[config.mk]
export PLATFORM = sky130hd
export DESIGN_NAME = icache_controller_flat
export DESIGN_NICKNAME = d
export VERILOG_FILES = /design/src/rtl/icache_controller_if.sv /design/src/rtl/icache_controller.sv /design/src/flat_wrapper.sv
export SDC_FILE = /design/constraint.sdc
export NUM_CORES = 1
export LEC_CHECK = 0
export BUFFER_PORTS_ARGS = -buffer_cell sky130_fd_sc_hd__buf_2
export CELL_PAD_IN_SITES_DETAIL_PLACEMENT = 1
export CELL_PAD_IN_SITES_GLOBAL_PLACEMENT = 2
export CORE_UTILIZATION = 22
export DETAILED_ROUTE_END_ITERATION = 8
export PLACE_DENSITY = 0.83
export SLEW_MARGIN = 20
export SYNTH_ARGS = -nofsm -noshare
export SYNTH_HDL_FRONTEND = slang
export SYNTH_SLANG_ARGS = --single-unit
[constraint.sdc]
create_clock -name clk_in -period 1.5 [get_ports clk_in]
set_input_delay 0.3 -clock clk_in [delete_from_list [all_inputs] [get_ports clk_in]]
set_output_delay 0.3 -clock clk_in [all_outputs]
set_load 0.05 [all_outputs]
[src/rtl/icache_controller_if.sv]
// rtl/icache_controller_if.sv - fetch, instruction, cache and memory signals of the icache controller
interface icache_controller_if;
    logic        fetch_valid;
    logic [31:0] fetch_pc;
    logic        fetch_ready;
    logic        inst_valid;
    logic [31:0] inst_out;
    logic [31:0] inst_pc;
    logic        cache_wr;
    logic        cache_waiting;
    logic [31:0] cache_addr;
    logic [31:0] cache_value;
    logic        cache_hit;
    logic [31:0] cache_result;
    logic        mem_req;
    logic [31:0] mem_addr;
    logic        mem_done;
    logic [31:0] mem_data;

    // Environment side: fetch stage, cache array and memory controller
    modport master (
        output fetch_valid, fetch_pc, cache_hit, cache_result, mem_done, mem_data,
        input  fetch_ready, inst_valid, inst_out, inst_pc, cache_wr, cache_waiting,
               cache_addr, cache_value, mem_req, mem_addr
    );

    // Controller side
    modport slave (
        input  fetch_valid, fetch_pc, cache_hit, cache_result, mem_done, mem_data,
        output fetch_ready, inst_valid, inst_out, inst_pc, cache_wr, cache_waiting,
               cache_addr, cache_value, mem_req, mem_addr
    );
endinterface

[src/rtl/icache_controller.sv]
// rtl/icache_controller.sv - fetch/cache/memory sequencer; optional hit/miss counters under ICACHE_STATS_EN
module icache_controller #(
    parameter int STAT_WIDTH = 32
) (
    input  logic                  clk_in,
    input  logic                  rst_in,
    input  logic                  rdy_in,
    input  logic                  flush,
    icache_controller_if.slave    bus,
    output logic [STAT_WIDTH-1:0] hit_count,
    output logic [STAT_WIDTH-1:0] miss_count
);

    typedef enum logic [1:0] {
        IDLE = 2'd0,
        MISS = 2'd1,
        FILL = 2'd2
    } state_t;

    state_t      state;
    state_t      state_nxt;
    logic [31:0] pc_q;
    logic [31:0] data_q;
    logic        killed_q;
    logic        valid_q;
    logic        valid_nxt;
    logic [31:0] inst_out_q;
    logic [31:0] inst_pc_q;
    logic        mem_req_q;
    logic        accept;
    logic        accept_hit;
    logic        accept_miss;

    // Acceptance and the combinational cache-facing outputs
    always_comb begin
        accept      = (state == IDLE) && rdy_in && !flush && bus.fetch_valid;
        accept_hit  = accept && bus.cache_hit;
        accept_miss = accept && !bus.cache_hit;
    end

    assign bus.fetch_ready   = (state == IDLE) && rdy_in && !flush;
    assign bus.cache_waiting = (state == IDLE) && !bus.fetch_valid;
    assign bus.cache_addr    = (state == IDLE) ? bus.fetch_pc : pc_q;
    assign bus.cache_value   = data_q;
    assign bus.cache_wr      = (state == FILL) && rdy_in;
    assign bus.mem_req       = mem_req_q;
    assign bus.mem_addr      = pc_q;
    assign bus.inst_out      = inst_out_q;
    assign bus.inst_pc       = inst_pc_q;
    // A response produced while stalled is held in valid_q and shown once rdy_in returns
    assign bus.inst_valid    = valid_q && rdy_in;

    // Next-state and next-response decode
    always_comb begin
        state_nxt = state;
        valid_nxt = 1'b0;
        case (state)
            IDLE: begin
                if (accept_hit) begin
                    valid_nxt = 1'b1;
                end else if (accept_miss) begin
                    state_nxt = MISS;
                end
            end
            MISS: begin
                if (bus.mem_done) begin
                    state_nxt = FILL;
                end
            end
            FILL: begin
                state_nxt = IDLE;
                valid_nxt = !killed_q && !flush;
            end
            default: begin
                state_nxt = IDLE;
            end
        endcase
    end

    // State register, frozen while rdy_in is low
    always_ff @(posedge clk_in) begin
        if (rst_in) begin
            state <= IDLE;
        end else if (rdy_in) begin
            state <= state_nxt;
        end
    end

    // Datapath registers: miss address, fill data, kill flag and response
    always_ff @(posedge clk_in) begin
        if (rst_in) begin
            pc_q       <= 32'd0;
            data_q     <= 32'd0;
            killed_q   <= 1'b0;
            valid_q    <= 1'b0;
            inst_out_q <= 32'd0;
            inst_pc_q  <= 32'd0;
            mem_req_q  <= 1'b0;
        end else if (rdy_in) begin
            valid_q   <= valid_nxt;
            mem_req_q <= (state_nxt == MISS);
            if (accept_hit) begin
                inst_out_q <= bus.cache_result;
                inst_pc_q  <= bus.fetch_pc;
            end
            if (accept_miss) begin
                pc_q     <= bus.fetch_pc;
                killed_q <= 1'b0;
            end
            if (state == MISS) begin
                // The memory read still completes and fills the cache after a kill
                if (flush) begin
                    killed_q <= 1'b1;
                end
                if (bus.mem_done) begin
                    data_q <= bus.mem_data;
                end
            end
            if ((state == FILL) && valid_nxt) begin
                inst_out_q <= data_q;
                inst_pc_q  <= pc_q;
            end
        end
    end

`ifdef ICACHE_STATS_EN
    logic [STAT_WIDTH-1:0] hit_q;
    logic [STAT_WIDTH-1:0] miss_q;

    // Acceptance counters; a later flush does not undo a count
    always_ff @(posedge clk_in) begin
        if (rst_in) begin
            hit_q  <= '0;
            miss_q <= '0;
        end else begin
            if (accept_hit) begin
                hit_q <= hit_q + STAT_WIDTH'(1);
            end
            if (accept_miss) begin
                miss_q <= miss_q + STAT_WIDTH'(1);
            end
        end
    end

    assign hit_count  = hit_q;
    assign miss_count = miss_q;
`else
    assign hit_count  = '0;
    assign miss_count = '0;
`endif

endmodule

[src/flat_wrapper.sv]
// flat-port wrapper written by rule: the top's interface ports become plain ports
module icache_controller_flat 
#(
    parameter int STAT_WIDTH = 32
)
  (clk_in, rst_in, rdy_in, flush, hit_count, miss_count, bus_fetch_valid, bus_fetch_pc, bus_cache_hit, bus_cache_result, bus_mem_done, bus_mem_data, bus_fetch_ready, bus_inst_valid, bus_inst_out, bus_inst_pc, bus_cache_wr, bus_cache_waiting, bus_cache_addr, bus_cache_value, bus_mem_req, bus_mem_addr);
  icache_controller_if bus_i ();
  input  logic clk_in;
  input  logic rst_in;
  input  logic rdy_in;
  input  logic flush;
  output logic [STAT_WIDTH-1:0] hit_count;
  output logic [STAT_WIDTH-1:0] miss_count;
  input wire logic [$bits(bus_i.fetch_valid)-1:0] bus_fetch_valid;
  input wire logic [$bits(bus_i.fetch_pc)-1:0] bus_fetch_pc;
  input wire logic [$bits(bus_i.cache_hit)-1:0] bus_cache_hit;
  input wire logic [$bits(bus_i.cache_result)-1:0] bus_cache_result;
  input wire logic [$bits(bus_i.mem_done)-1:0] bus_mem_done;
  input wire logic [$bits(bus_i.mem_data)-1:0] bus_mem_data;
  output wire logic [$bits(bus_i.fetch_ready)-1:0] bus_fetch_ready;
  output wire logic [$bits(bus_i.inst_valid)-1:0] bus_inst_valid;
  output wire logic [$bits(bus_i.inst_out)-1:0] bus_inst_out;
  output wire logic [$bits(bus_i.inst_pc)-1:0] bus_inst_pc;
  output wire logic [$bits(bus_i.cache_wr)-1:0] bus_cache_wr;
  output wire logic [$bits(bus_i.cache_waiting)-1:0] bus_cache_waiting;
  output wire logic [$bits(bus_i.cache_addr)-1:0] bus_cache_addr;
  output wire logic [$bits(bus_i.cache_value)-1:0] bus_cache_value;
  output wire logic [$bits(bus_i.mem_req)-1:0] bus_mem_req;
  output wire logic [$bits(bus_i.mem_addr)-1:0] bus_mem_addr;
  assign bus_i.fetch_valid = bus_fetch_valid;
  assign bus_i.fetch_pc = bus_fetch_pc;
  assign bus_i.cache_hit = bus_cache_hit;
  assign bus_i.cache_result = bus_cache_result;
  assign bus_i.mem_done = bus_mem_done;
  assign bus_i.mem_data = bus_mem_data;
  assign bus_fetch_ready = bus_i.fetch_ready;
  assign bus_inst_valid = bus_i.inst_valid;
  assign bus_inst_out = bus_i.inst_out;
  assign bus_inst_pc = bus_i.inst_pc;
  assign bus_cache_wr = bus_i.cache_wr;
  assign bus_cache_waiting = bus_i.cache_waiting;
  assign bus_cache_addr = bus_i.cache_addr;
  assign bus_cache_value = bus_i.cache_value;
  assign bus_mem_req = bus_i.mem_req;
  assign bus_mem_addr = bus_i.mem_addr;
  icache_controller #(.STAT_WIDTH(STAT_WIDTH)) u_core (.clk_in(clk_in), .rst_in(rst_in), .rdy_in(rdy_in), .flush(flush), .bus(bus_i), .hit_count(hit_count), .miss_count(miss_count));
endmodule
Word-level counts from Yosys, hierarchy flattened --
Index checks and enable logic that the tools add are counted. Widths: inputs -> output; s select.
Cells by class: muxes and demuxes 14, eq/ne operators 3, reduce and logical (&&, ||, !) cells 19
Operator list (count):
- $mux 32 | 5
- $logic_and 1x1->1 | 10
- $mux 2 | 3
- $eq 2x1->1 const B | 2
- $logic_not 1->1 | 4
- $mux 1 | 4
- $pmux 2 s2 | 1
- $reduce_and 2->1 | 2
- $reduce_and 3->1 | 1
- $eq 2x2->1 const B | 1
- $logic_not 2->1 | 1
- $pmux 1 s2 | 1
- $reduce_bool 2->1 | 1
Word-level totals: input port bits 103, logic and storage cells 44, output and inout port bits 229, flip-flop bits (word level) 133

Depth between registers and ports, before layout --
depth in word-level cells 10, depth in mapped cells 7, mapped depth without buffers 4

Worst setup path before layout --
Ideal clock, no wire load.
path kind reg-to-output, start point register u_core.state[0], end point output bus_cache_waiting, cell stages (with the launch flop) 3, arrival 1.565 ns, path buffers 1, data required time 1.200 ns, setup slack -0.365 ns, path through dfxtp_1 buf_2 nor3_1
On the way: word-level cells in the longest chain between the ends 2
RTL lines:
- start: declaration | line icache_controller.sv:20 | state_t state;
- start signal: assignment | line icache_controller.sv:85 | state <= state_nxt;
- $logic_not 2->1 | line icache_controller.sv:42 | assign bus.cache_waiting = (state == IDLE) && !bus.fetch_valid;
- $logic_and 1x1->1 | line icache_controller.sv:42
- end: declaration | line flat_wrapper.sv:25 | output wire logic [$bits(bus_i.cache_waiting)-1:0] bus_cache_waiting;
Every way passes these cells.

Worst setup path after layout --
start point register u_core.state[1], end point output bus_cache_addr[11]
On the way: word-level cells in the longest chain between the ends 2
RTL lines:
- $logic_not 2->1 | line icache_controller.sv:43 | assign bus.cache_addr = (state == IDLE) ? bus.fetch_pc : pc_q;
- $mux 32 | line icache_controller.sv:43
- end: declaration | line flat_wrapper.sv:26 | output wire logic [$bits(bus_i.cache_addr)-1:0] bus_cache_addr;
Every way passes these cells.

==> key figures <==
Timing
  • Max Freq: 490 MHz
  • Post-route setup slack: -0.539 ns
  • Final setup TNS: -66.07 ns
  • RSZ-0062 raised after global routing: yes
  • Final period utilization: 1.36
  • Setup Skew: 0.00906 ns
  • Worst-Margin Slew: 0.567 ns
  • Slew HR: 0.622
  • Min Hold Slack: 0.122 ns
  • Slew Limit Fails: 0
  • Tmin final: 2.04 ns
  • Final Hold Viols: 0
  • Final setup fails: 170

Outcome
  • Failing checks: setup timing
  • Status: finished, violations left

Power and ir drop
  • Pwr Total: 10.6 mW
  • PD cells: 958 nW/um2
  • Max VDD drop: 0.582 mV
  • Leakage power: 4.85 nW

Critical path
  • Crit-path max cell delay: 0.33 ns
  • Delay-heaviest family, CP: buffers and inverters
  • CP required: 1.20 ns
  • Slowest cell on crit path: dfxtp_2
  • Buffers plus inverters on the worst setup path: 4
  • Crit-path cells: buf_6, nor2_4, buf_12, buf_12, mux2_4, buf_8
  • Top cell by count, worst path: buf_12
  • Worst EP arrival: 1.74 ns
  • CP Max Fanout: 8
  • Worst Setup Path Type: register to output port
  • Startpoint types: register
  • CP endpoint kind: output port

Logic synthesis
  • Seq cells post-synth: 133
  • Top cell type's share of synthesized area: 0.434
  • Avg Synthesized Cell Area: 8.80 um2
  • EDFF count, synth: 0
  • Cells after Synth: 697
  • Syn. warnings: 0
  • Synth top area cells: dfxtp_1 43%, mux2i_1 10%, buf_4 8.9%
  • Async S/R FF share, synth: 0
  • Seq/Total Area, Yosys: 0.434
  • Synthesized area: 6130 um2
  • Distinct cells, synth: 25
  • Top_reg_cell synth: dfxtp_1
  • Post-synth top area cell: dfxtp_1

Place
  • PortBufs: 267
  • Place WS: -0.252 ns
  • Placed Cells: 1327
  • Post-DP HPWL: 15.1 mm
  • Placed Area: 7990 um2
  • GPL Wtd Cong: 0.759

Global route
  • Initial antenna violation count: 2
  • Overflow after GRT: 0
  • First-pass GRT wire length: 35.8 mm
  • Vias in the first global route: 6339
  • Overall Global Routing Usage: 0.164
  • Largest net degree at the start of global routing: 78

Clock tree
  • Clock Sinks: 133
  • Clock buffer depth: 2
  • Post-CTS Hold Fix Bufs: 0
  • Root Buffer: clkbuf_16
  • Clk_lat worst skew: 0.42 ns
  • CTS tree: built
  • Clk slew on worst S/H paths: 0.06 ns
  • Num CTS Buffers: 17
  • H-tree levels: 4

Layout
  • Most frequent cells in the layout: 230 x buf_2, 131 x dfxtp_1, 67 x nand2_1, 64 x conb_1, 61 x mux2i_1
  • Final instance area: 11100 um2
  • Area grow syn2layout: 81.2%
  • Final net count: 1142
  • Most common cell after layout, fill and taps aside: buf_2
  • Core Util, Final: 0.409
  • Final std cells w/o fill: 1426
  • Layout cells sized above 1: 0.615

Floorplanning
  • Die area: 28500 um2
  • Die H: 169 um
  • Core Area: 27200 um2
  • Die X: 169 um
  • I/O pin count: 332
  • Initial core utilization: 0.226
  • Row count: 60

Route
  • Drt drc: 0
  • Via count: 6227
  • Detail Route Antenna Nets: 0
  • Vias per cell: 4.37
  • Initial DRC count: 189
  • Drt wl/cell: 17.9 um
  • Drt first pass iters: 4
  • DRT Wirelength: 25.6 mm

Job
  • Max-cap violations: 0

Hold path
  • Worst min-delay path category: primary input to register
==> registers in the layout, summed over array words and instances (netlist names) <==
signal,cells
u_core.bus.cache_value,32
u_core.bus.inst_out,32
u_core.bus.inst_pc,32
u_core.bus.mem_addr,32
u_core.bus.mem_req,1
u_core.killed_q,1
u_core.state,2
u_core.valid_q,1
==> final cells by class <==
type,count,area (um2)
fillers,3094,16100
clock buffers,18,429
diodes,2,5.00
inverters,2,7.51
multi-input cells,507,4030
well taps,372,465
flip-flops and latches,133,2670
clock inverters,14,223
repair buffers,378,3280
==> synth_stat cells, types with 2 or more instances <==
| master | n |
|---|---|
| dfxtp_1 | 133 |
| nand2_1 | 132 |
| buf_4 | 73 |
| nor2_1 | 69 |
| a21oi_1 | 68 |
| a211oi_1 | 64 |
| mux2i_1 | 64 |
| mux2_2 | 32 |
| clkbuf_1 | 24 |
| buf_2 | 17 |
| clkbuf_4 | 4 |
| and2_1 | 2 |
| inv_1 | 2 |
| nor3_1 | 2 |
==> cell families after synthesis <==
group	Yosys count	share of synthesized area
AOI/OAI and AO/OA	135	0.141
DFF	133	0.434
muxes	96	0.163
buffers and inverters	120	0.124
and+or+nand+nor	212	0.137
other	1	0.000612
==> worst register-to-register path: cells and delay by family (launching register included) <==
kind / cells / cell delay (ns)
AOI/OAI and AO/OA: 2 / 0.57
and+or+nand+nor: 2 / 0.20
DFF: 1 / 0.33
buffers and inverters: 6 / 0.79
==> layer usage <==
layer  vias up  track usage  part of all wire
met2       214        0.313              0.55
li1       2947            -                 -
met4         0       0.0427             0.015
met3        22       0.0390             0.049
met1      3044        0.178              0.39
met5         -            0                 0
==> worst paths after layout <==
kind / start / end / slack [ns] / cells after the start
hold reg to reg: u_core.bus.mem_req / u_core.bus.mem_req / 0.47 / 2
setup / recovery: u_core.state[1] / bus_cache_addr[11] / -0.54 / 6
setup reg to reg: u_core.state[1] / u_core.bus.inst_pc[9] / -0.48 / 10
hold / removal: bus_mem_data[14] / u_core.bus.cache_value[14] / 0.12 / 3
==> where the power goes <==
part           switching [mW]  internal, mW
logic                    1.50         0.743
registers              0.0738          3.62
clock network            1.73          2.98
total                    3.30          7.34
==> repair_timing <==
item | in CTS | in global routing
hold endpoints to repair | 0 | 0
setup buffers | 38 | 23
endpoints found under the setup margin | 134 | 169
pin swaps | 75 | 46
resized for setup | 247 | 227
gates cloned | 17 | 6
No activity file was read; power rests on OpenSTA's default activity.
